File: src/rtl/safe_lock_pkg.sv
// Shared types and width helpers for the safe-lock controller.
package safe_lock_pkg;

  typedef enum logic [2:0] {
    LOCKED   = 3'd0,
    CHECK    = 3'd1,
    UNLOCKED = 3'd2,
    PROGRAM  = 3'd3,
    LOCKOUT  = 3'd4
  } lock_state_t;

  function automatic int code_width(input int dw, input int digits);
    return dw * digits;
  endfunction

  function automatic int count_width(input int digits);
    return $clog2(digits + 1);
  endfunction

endpackage

File: src/rtl/safe_lock_timer.sv
// Lockout down-counter: load arms it, expired pulses for one cycle on its final count.
module safe_lock_timer #(
  parameter int LOCKOUT_CYCLES = 16
) (
  input  logic clk,
  input  logic rstn,
  input  logic load,
  output logic expired
);

  localparam int TW = $clog2(LOCKOUT_CYCLES + 1);

  logic [TW-1:0] cnt;

  always_ff @(posedge clk) begin
    if (rstn) begin
      cnt <= '0;
    end else if (load) begin
      cnt <= TW'(LOCKOUT_CYCLES);
    end else if (cnt != '0) begin
      cnt <= cnt - TW'(1);
    end
  end

  // Firing on the last count lets the FSM leave after exactly LOCKOUT_CYCLES cycles.
  assign expired = (cnt == TW'(1));

endmodule

File: src/rtl/safe_lock_ctrl.sv
// Safe-lock controller: collects MSD-first digit entries, judges them against a
// reprogrammable code, and enforces a timed lockout after repeated failures.
module safe_lock_ctrl
  import safe_lock_pkg::*;
#(
  parameter int DW             = 4,
  parameter int DIGITS         = 4,
  parameter int MAX_TRIES      = 3,
  parameter int LOCKOUT_CYCLES = 16,
  parameter logic [DW*DIGITS-1:0] DEFAULT_CODE = 'h1234
) (
  input  logic                           clk,
  input  logic                           rstn,
  input  logic                           in_valid,
  output logic                           in_ready,
  input  logic [DW-1:0]                  in_data,
  input  logic                           relock,
  input  logic                           prog_req,
  output logic                           unlocked,
  output logic                           lockout,
  output logic                           result_valid,
  output logic                           result_ok,
  output logic [$clog2(MAX_TRIES+1)-1:0] tries_left
);

  localparam int CODE_W = code_width(DW, DIGITS);
  localparam int CNT_W  = count_width(DIGITS);
  localparam int TL_W   = $clog2(MAX_TRIES + 1);

  lock_state_t       state, state_nx;
  logic [CNT_W-1:0]  dcnt;
  logic [CODE_W-1:0] entry, shadow, code;
  logic [TL_W-1:0]   fails;
  logic              accept, entry_full, last_digit, match, final_fail;
  logic              timer_load, timer_expired;

  function automatic logic [CODE_W-1:0] shift_digit(input logic [CODE_W-1:0] r,
                                                    input logic [DW-1:0]     d);
    logic [CODE_W+DW-1:0] w;
    w = {r, d};
    return w[CODE_W-1:0];
  endfunction

  assign entry_full = (dcnt == CNT_W'(DIGITS));
  assign last_digit = (dcnt == CNT_W'(DIGITS - 1));
  assign match      = (entry == code);
  assign final_fail = (fails == TL_W'(MAX_TRIES - 1));
  // A full entry holds off further digits for the cycle before CHECK.
  assign in_ready   = !rstn && (((state == LOCKED) && !entry_full) || (state == PROGRAM));
  assign accept     = in_valid && in_ready;
  assign unlocked   = (state == UNLOCKED);
  assign lockout    = (state == LOCKOUT);
  assign tries_left = TL_W'(MAX_TRIES) - fails;

  safe_lock_timer #(.LOCKOUT_CYCLES(LOCKOUT_CYCLES)) u_timer (
    .clk     (clk),
    .rstn    (rstn),
    .load    (timer_load),
    .expired (timer_expired)
  );

  always_ff @(posedge clk) begin
    if (rstn) state <= LOCKED;
    else      state <= state_nx;
  end

  always_comb begin
    state_nx   = state;
    timer_load = 1'b0;
    case (state)
      LOCKED:   if (entry_full) state_nx = CHECK;
      CHECK: begin
        if (match) begin
          state_nx = UNLOCKED;
        end else if (final_fail) begin
          state_nx   = LOCKOUT;
          timer_load = 1'b1;
        end else begin
          state_nx = LOCKED;
        end
      end
      UNLOCKED: begin
        if (relock)        state_nx = LOCKED;
        else if (prog_req) state_nx = PROGRAM;
      end
      PROGRAM:  if (relock || (accept && last_digit)) state_nx = LOCKED;
      LOCKOUT:  if (timer_expired) state_nx = LOCKED;
      default:  state_nx = LOCKED;
    endcase
  end

  always_ff @(posedge clk) begin
    if (rstn) begin
      dcnt         <= '0;
      fails        <= '0;
      code         <= DEFAULT_CODE;
      result_valid <= 1'b0;
      result_ok    <= 1'b0;
    end else begin
      result_valid <= (state == CHECK);
      result_ok    <= (state == CHECK) && match;
      case (state)
        LOCKED: begin
          if (entry_full)  dcnt <= '0;
          else if (accept) dcnt <= dcnt + CNT_W'(1);
        end
        CHECK: begin
          if (match)                           fails <= '0;
          else if (fails != TL_W'(MAX_TRIES))  fails <= fails + TL_W'(1);
        end
        PROGRAM: begin
          // relock wins over a final digit arriving in the same cycle.
          if (relock) begin
            dcnt <= '0;
          end else if (accept) begin
            if (last_digit) begin
              code <= shift_digit(shadow, in_data);
              dcnt <= '0;
            end else begin
              dcnt <= dcnt + CNT_W'(1);
            end
          end
        end
        LOCKOUT:  if (timer_expired) fails <= '0;
        default:  ;
      endcase
    end
  end

  always_ff @(posedge clk) begin
    if (accept) begin
      if (state == LOCKED) entry  <= shift_digit(entry, in_data);
      else                 shadow <= shift_digit(shadow, in_data);
    end
  end

endmodule

File: config.mk
export PLATFORM = sky130hd
export DESIGN_NAME = safe_lock_ctrl
export DESIGN_NICKNAME = d
export VERILOG_FILES = /design/src/rtl/safe_lock_pkg.sv /design/src/rtl/safe_lock_timer.sv /design/src/rtl/safe_lock_ctrl.sv
export SDC_FILE = /design/constraint.sdc
export NUM_CORES = 1
export LEC_CHECK = 0
export ABC_AREA = 0
export CAP_MARGIN = 15
export CORE_UTILIZATION = 40
export CTS_CLUSTER_DIAMETER = 150
export DETAILED_ROUTE_END_ITERATION = 10
export MAX_ROUTING_LAYER = met4
export SLEW_MARGIN = 20
export SYNTH_ARGS = -nofsm -noshare
export SYNTH_HDL_FRONTEND = slang
export SYNTH_SLANG_ARGS = --single-unit
File: constraint.sdc
create_clock -name clk -period 2.5 [get_ports clk]
set_clock_uncertainty 0.15 [all_clocks]
set_input_delay 0.75 -clock clk [delete_from_list [all_inputs] [get_ports clk]]
set_output_delay 0.75 -clock clk [all_outputs]
set_load 0.05 [all_outputs]
Yosys cells after proc, flatten, opt, wreduce, memory -nomap -nowiden. Index checks and enable logic that the tools add are counted.

Bits in registers: 59. Bits of input ports: 9. Word-level logic and storage cells: 77.

$add $sub $neg: 4. Equal/unequal tests: 17. Multiplexer cells: 23. Bitwise logic cells: 2. Reductions and logical operators: 21.

Operators with widths (count): $mux 3 (12); $eq 16x16->1 (1); $pmux 3 s5 (1); $mux 5 (2); $eq 3x2->1 const B (3); $ne 3x3->1 const B (3); $reduce_and 4->1 (2); $eq 3x3->1 const B (2); $mux 2 (3); $pmux 3 s2 (1); $reduce_and 3->1 (2); $reduce_bool 2->1 (3); $eq 5x1->1 const B (1); $logic_and 1x1->1 (5); $reduce_bool 5->1 (1); $sub 5x1->5 const B (1); $ne 2x1->1 const B (2); $ne 2x2->1 const B (2); $pmux 2 s2 (1); $reduce_and 2->1 (2); $add 3x1->3 const B (1); $eq 3x1->1 const B (1); $logic_not 3->1 (1); $mux 1 (3); other kinds (8) (11).

Longest topological paths before layout. Gate-level depths: netlist of run 1.

Depth in word-level cells: 10. Depth in mapped cells: 9. Depth with buffers taken out: 7.

Hierarchy. A second synthesis of run 1 with hierarchy kept.

Cell total of the unflattened synthesis: 210. Area, all modules: 2547.4 um2.

By module, submodules not included: safe_lock_ctrl (instances 1, cells an instance 185, area an instance 2304.7 um2); safe_lock_timer (instances 1, cells an instance 25, area an instance 242.7 um2).

Worst setup path after synthesis of run 1. OpenSTA, ideal clock, no wires.

Path type: input to output. Start: input rstn. End: output in_ready. Arrival time: 1.353 ns. Setup slack: 0.247 ns. Stages on the path: 2. Path buffers: 0. Cells stage by stage: nor2_1 > o21a_1.

Word-level cells in the longest chain between the ends: 2.

Ends and longest elaborated chain: start: declaration (RTL line safe_lock_ctrl.sv:13) `input logic rstn,`; $logic_not 1->1 (RTL line safe_lock_ctrl.sv:49) `assign in_ready = !rstn && (((state == LOCKED) && !entry_full) || (state == PROGRAM));`; $logic_and 1x1->1 (RTL line safe_lock_ctrl.sv:49); end: declaration (RTL line safe_lock_ctrl.sv:15) `output logic in_ready,`.

Every way passes these cells.

Worst setup path in the final report of run 1.
Start: register dcnt[0]. End: output in_ready.

Word-level cells in the longest chain between the ends: 5.

Ends and longest elaborated chain: start: declaration (RTL line safe_lock_ctrl.sv:31) `logic [CNT_W-1:0] dcnt;`; start signal: assignment (RTL line safe_lock_ctrl.sv:105) `else if (accept) dcnt <= dcnt + CNT_W'(1);`; start signal: assignment (RTL line safe_lock_ctrl.sv:120) `dcnt <= dcnt + CNT_W'(1);`; $eq 3x3->1 (RTL line safe_lock_ctrl.sv:44) `assign entry_full = (dcnt == CNT_W'(DIGITS));`; $logic_not 1->1 (RTL line safe_lock_ctrl.sv:49); $logic_and 1x1->1 (RTL line safe_lock_ctrl.sv:49); $logic_or 1x1->1 (RTL line safe_lock_ctrl.sv:49); $logic_and 1x1->1 (RTL line safe_lock_ctrl.sv:49).

Every way passes these cells.

==> results of run 1 <==
-- cells in the final DEF (no fill, tap or decap), drive strengths merged, types with 3 or more instances in the layout --
cell type,Yosys,final
nor2b,3,3
ha,9,9
inv,10,10
clkbuf,3,11
buf,5,22
o21ai,4,4
nand3,3,3
mux2i,15,15
clkdlybuf4s50,0,9
a21oi,9,9
a311oi,3,3
nand2,7,7
dfxtp,31,31
a211o,5,5
nand2b,4,4
nor4,5,5
edfxtp,28,28
and2,3,3
and2b,3,3
nor3,6,6
xor2,18,18
nor2,26,26
-- per-layer routing --
| layer | up-vias | track usage (%) | share of wire, % |
|---|---|---|---|
| met5 | - | - | 0 |
| met2 | 22 | 22.5 | 45 |
| met4 | 0 | 8.28 | 1.3 |
| li1 | 850 | - | - |
| met1 | 812 | 20.3 | 50 |
| met3 | 8 | 5.93 | 3.4 |
-- worst max-delay path, stage by stage, from the launching register on --
cell and delay, ns:
dfxtp_2 0.34, inv_1 0.06, ha_2 0.20, a211oi_4 0.25
o21a_1 0.19, buf_12 0.14
-- report_power, final --
part	internal (mW)	switching (mW)	total [mW]
sequential	1.11	0.0704	1.18
clock	0.584	0.378	0.962
combinational	0.240	0.265	0.505
total	1.93	0.714	2.65
-- Yosys cell counts, types with 2 or more instances --
master,n,share of area (%)
o21ai_0,4,0.77
and3_1,2,0.48
nand2_1,7,1.0
xor2_1,18,6.1
nand2b_1,4,0.97
nor3b_1,2,0.58
nor3_1,6,1.2
o21a_1,2,0.58
buf_6,2,0.87
nor4_1,4,0.97
and2_1,3,0.72
inv_1,10,1.4
edfxtp_1,28,32
mux2i_1,15,5.8
ha_1,9,4.3
dfxtp_1,31,24
nor2b_1,3,0.72
and2b_1,3,0.87
nor2_1,26,3.8
nand3_1,3,0.58
a311oi_1,2,0.68
a211o_1,5,1.7
o311a_1,2,0.77
a21oi_1,9,1.7
clkbuf_1,3,0.43
-- cells by family (layout without fill, tap and decap cells) --
| logic type | after synthesis | count (layout) | synth area share, % |
|---|---|---|---|
| XOR/XNOR | 19 | 19 | 6.42 |
| buffers and inverters | 18 | 60 | 3.96 |
| AO/OA/AOI/OAI | 31 | 31 | 9.27 |
| flip-flops | 59 | 59 | 56.4 |
| AND/OR/NAND/NOR | 68 | 68 | 13.9 |
| adder cells (fa/ha/maj) | 9 | 9 | 4.34 |
| multiplexers | 15 | 15 | 5.79 |
-- registers in the layout (all words and copies together) (netlist names) --
register      flops
code             16
dcnt              3
entry            16
fails             2
result_ok         1
result_valid      1
shadow           12
state             3
u_timer.cnt       5
-- per-stage QoR --
stage / cell area (µm²) / TNS (ns)
2_1_floorplan: 2590 / 0
3_3_place_gp: 2950 / -2.14
3_5_place_dp: 2950 / -2.54
4_1_cts: 3190 / 0
5_1_grt: 3200 / 0
6_report: 3200 / 0
-- cell type report --
class | instances | area share [%]
Inverter | 10 | 1.17
Clock inverter | 5 | 2.39
Multi-Input combinational cell | 142 | 32.4
Timing Repair Buffer | 34 | 10.9
Sequential cell | 59 | 45.8
Tap cell | 75 | 2.94
Clock buffer | 11 | 4.42
-- path summary, 6_finish.rpt --
check                       start              endpoint  cells after the start
min reg2reg   shadow[5]$_DFFE_PP_   shadow[9]$_DFFE_PP_                      0
max reg2reg  dcnt[0]$_SDFFE_PP0P_  code[3]$_SDFFE_PP0P_                     10
max          dcnt[0]$_SDFFE_PP0P_              in_ready                      5
min           shadow[5]$_DFFE_PP_   shadow[9]$_DFFE_PP_                      0
-- what timing repair did --
item / 4_1_cts / 5_1_grt
gates resized for setup: 3 / 5
endpoints found under the setup margin: 2 / 3
cloned: 0 / 0
setup buffers: 3 / 0
pin swaps: 3 / 2
==> metrics.csv, run 1 <==
metric;value;unit
yosysWarnings;0;
die_w;82.5;µm
gp_congestion;0.844;
final_util;52.4;%
worstPathArrival;1.52;ns
cts_hold_buf;0;
cts.sinks;59;
vias_per_cell;5.04;
r2r_setup_slack;0.24;ns
htree_levels;3;
antenna_cells;0;
fillers;571;
die_area;6810;µm²
root_buffer;clkbuf_8;
syn-num-nets;237;
critPathRequiredTime;1.60;ns
powerDensity;828;nW/µm²
fmax;0.414;GHz
ys_seq_elements;59;
grt_antenna_before_repair;0;
drtIter0Drc;62;
grt_pass1_wl;7.54;mm
path_max_fanout;3;
synth_cell_types;41;
io_buffers;15;
grt_pass1_vias;1583;
dp_cells;317;
multiInputGateArea;1040;µm²
end_kind;primary output;
tightest_slew;0.498;ns
ant_nets;0;
grt_overflow_total;0;
async_flop_share;0;%
totalWireLength;4.58;mm
fin_crit;2.42;ns
ios;16;
vdd_drop_max;376;µV
synthesis.area;2590;µm²
status;finished clean;
grt_max_degree;32;
drc;0;
finalCritPeriodShare;96.6;%
layoutNonFillerInstCount;336;
leakage;1.18;nW
cp-start-kind;register;
rsz0062_at_grt;no;
drive_above_1_share;18.4;%
cts_tree;done;
setup_slack;0.0841;ns
routedWlPerCell;13.6;µm
coreArea;6100;µm²
yosysSeqAreaShare;56.4;%
clkTransAtPathRegs;0.07;ns
finalSetupViolations;0;
avgSynthCellArea;11.8;µm²
cts-buffers-inserted;9;
fin_nets;274;
cts.path.max_buffers;2;
die_h;82.5;µm
synth_cells;219;
slew_headroom;66.8;%
regArea;1460;µm²
vias;1692;
num_rows;28;
path_class;reg -> out;
max_cap_violations;0;
pre_cts_ws;-0.174;ns
hold_violations;0;
drv_slew;0;
synthToLayoutAreaGrowth;23.3;%
fin_hold_ws;0.308;ns
dp_hpwl;3.04;mm
synth_edf_count;28;
synth-main-ff-cell;dfxtp_1;
start_util;42.5;%
clk_latency;0.34;ns
hp-class;reg -> reg;
p_total;2.65;mW
grt_use_total;16.1;%
first_pass_iters;4;
Power figures use the tool's default switching activity.
==> run 2: changes to the inputs <==
Settings changed: GPL_ROUTABILITY_DRIVEN set to 1.
==> results of run 2 <==
Final layout, timing and power as in run 1 (identical DEF).
==> run 3: changes to the inputs <==
Settings changed: CORE_MARGIN set to 2.
==> metrics.csv, run 3 (same netlist as run 1, synthesis figures left out) <==
metric;value;unit;change
status;finished clean;;unchanged
grt_util_met1;17.6;%;was 20.3%
die_area;7140;µm²;was 6810 µm²
cp-start-kind;register;;unchanged
p_int;1.80;mW;was 1.93 mW
routedWlPerCell;13.2;µm;was 13.6 µm
root_buffer;clkbuf_8;;unchanged
first_pass_iters;4;;unchanged
critPathLaunch;fails[1]$_SDFFE_PP0P_;;was dcnt[0]$_SDFFE_PP0P_
drtIter0Drc;74;;was 62
crit_chain;inv_1 -> clkdlybuf4s50_1;;was inv_1 -> ha_2 -> a211oi_4 -> o21a_1 -> buf_12
r2r-start;dcnt[0]$_SDFFE_PP0P_;;unchanged
cts_tree;done;;unchanged
leakage;1.16;nW;was 1.18 nW
clkTransAtPathRegs;0.07;ns;about the same
hold_violations;0;;unchanged
fmax;0.413;GHz;was 0.414 GHz
worstPathArrival;1.52;ns;about the same
vdd_drop_max;404;µV;was 376 µV
cts.sinks;59;;unchanged
critPathRequiredTime;1.60;ns;about the same
fillers;594;;was 571
slew_headroom;66.6;%;was 66.8%
min_from;shadow[1]$_DFFE_PP_;;was shadow[5]$_DFFE_PP_
grt_overflow_total;0;;unchanged
slowest_stage;clkdlybuf4s50_1;;was dfxtp_2
p_sw;0.690;mW;was 0.714 mW
swShare;27.7;%;was 27.0%
synthToLayoutAreaGrowth;22.0;%;was 23.3%
clk_latency;0.33;ns;was 0.34 ns
cts-buffers-inserted;9;;unchanged
combinationalPowerShare;20.1;%;was 19.1%
io_buffers;15;;unchanged
use_met2;20.3;%;was 22.5%
totalWireLength;4.46;mm;was 4.58 mm
antenna_cells;0;;unchanged
clkPwrFrac;32.5;%;was 36.3%
grt_pass1_wl;7.41;mm;was 7.54 mm
path_max_fanout;4;;was 3
tightest_slew;0.500;ns;was 0.498 ns
setup_slack;0.0784;ns;was 0.0841 ns
grt_use_total;13.9;%;was 16.1%
vias;1636;;was 1692
dp_cells;319;;was 317
htree_levels;3;;unchanged
hold_end;shadow[5]$_DFFE_PP_;;was shadow[9]$_DFFE_PP_
cts_hold_buf;0;;unchanged
seqPwrFrac;47.3;%;was 44.6%
finalCritPeriodShare;96.9;%;was 96.6%
die_w;84.5;µm;was 82.5 µm
ant_nets;0;;unchanged
start_util;41.1;%;was 42.5%
busiest_layer;met2;;unchanged
slowest_delay;0.79;ns;was 0.34 ns
dp_hpwl;3.02;mm;was 3.04 mm
coreArea;6310;µm²;was 6100 µm²
drv_slew;0;;unchanged
fin_crit;2.42;ns;about the same
ios;16;;unchanged
powerDensity;788;nW/µm²;was 828 nW/µm²
max_cap_violations;0;;unchanged
pre_cts_ws;-0.161;ns;was -0.174 ns
layoutNonFillerInstCount;338;;was 336
p_total;2.49;mW;was 2.65 mW
cts.path.max_buffers;2;;unchanged
hold-path-cell-count;0;;unchanged
die_h;84.5;µm;was 82.5 µm
layout_common_cells;dfxtp_1 (29), edfxtp_1 (28), nor2_1 (25);;was dfxtp_1 (29), edfxtp_1 (28), nor2_1 (24)
end_kind;primary output;;unchanged
grt_max_degree;32;;unchanged
gp_congestion;0.777;;was 0.844
crit_family;buffers and inverters;;was compound AO/OA/AOI/OAI gates
r2r_setup_slack;0.28;ns;was 0.24 ns
reg.largest.list;code (16), entry (16), shadow (12);;unchanged
layout_commonest_cell;dfxtp_1;;unchanged
grt_util_met3;5.60;%;was 5.93%
drc;0;;unchanged
finalSetupViolations;0;;unchanged
grt_antenna_before_repair;0;;unchanged
fin_nets;274;;unchanged
path_class;reg -> out;;unchanged
grt_pass1_vias;1546;;was 1583
rsz0062_at_grt;no;;unchanged
crit_buf_inv;2;;unchanged
r2r_end;code[11]$_SDFFE_PP0P_;;was code[3]$_SDFFE_PP0P_
ff2ff_path_depth;10;;unchanged
hp-class;reg -> reg;;unchanged
num_rows;29;;was 28
drive_above_1_share;16.9;%;was 18.4%
vias_per_cell;4.84;;was 5.04
run 3: changes by cell type in the layout (fill, tap and decap cells not counted), sizes merged:
cell,previous run,this run
clkinvlp,1,2
clkbuf,11,10
bufinv,2,1
clkinv,2,3
clkdlybuf4s50,9,10
dlygate4sd2,2,1
run 3: repair_timing:
item | CTS | global route
pin swaps | 3 | 1
hold endpoints to repair | 0 | 0
setup buffers | 3 | 0
setup endpoints to repair | 1 | 2
gates resized for setup | 2 | 3
run 3: worst max path at each step:
stage,to,cells past startpoint
3_5_place_dp,code[0]$_SDFFE_PP0P_,8
5_1_grt,in_ready,5
2_1_floorplan,in_ready,2
4_1_cts,tries_left[0],2
3_3_place_gp,code[2]$_SDFFE_PP1P_,7
6_report,tries_left[1],2
run 3: final cells by class:
class	instances	area, µm²	area share, %
flip-flops and latches	59	1460	46.3
multi-input cells	142	1030	32.6
repair buffers	34	349	11.0
clock buffers	10	128	4.04
well taps	77	96.3	3.05
clock inverters	6	56.3	1.78
inverters	10	37.5	1.19
run 3: per-layer routing:
layer,vias to the layer above,share of wire (%)
met5,-,0
met4,0,1.1
met3,5,3.9
met2,20,46
met1,756,49
li1,855,-
run 3: power by group through the flow:
| stage | combinational (mW) | clock [mW] | sequential (mW) |
|---|---|---|---|
| 3_5_place_dp | 0.494 | 0 | 1.20 |
| 2_1_floorplan | 0.365 | 0 | 1.18 |
| 3_3_place_gp | 0.487 | 0 | 1.20 |
| 6_report | 0.501 | 0.811 | 1.18 |
| 5_1_grt | 0.568 | 0.878 | 1.19 |
| 4_1_cts | 0.507 | 0.836 | 1.18 |
run 3: metrics by stage:
step / instance area, µm² / setup TNS, ns / hold WS (ns) / util (%)
after floorplan: 2590 / 0 / 0.276 / -
after global placement: 2950 / -1.86 / 0.281 / 46.7
after detailed placement: 2950 / -2.02 / 0.287 / 46.7
after CTS: 3160 / 0 / 0.304 / 50.0
after global routing: 3160 / 0 / 0.317 / 50.1
final: 3160 / 0 / 0.303 / 50.1
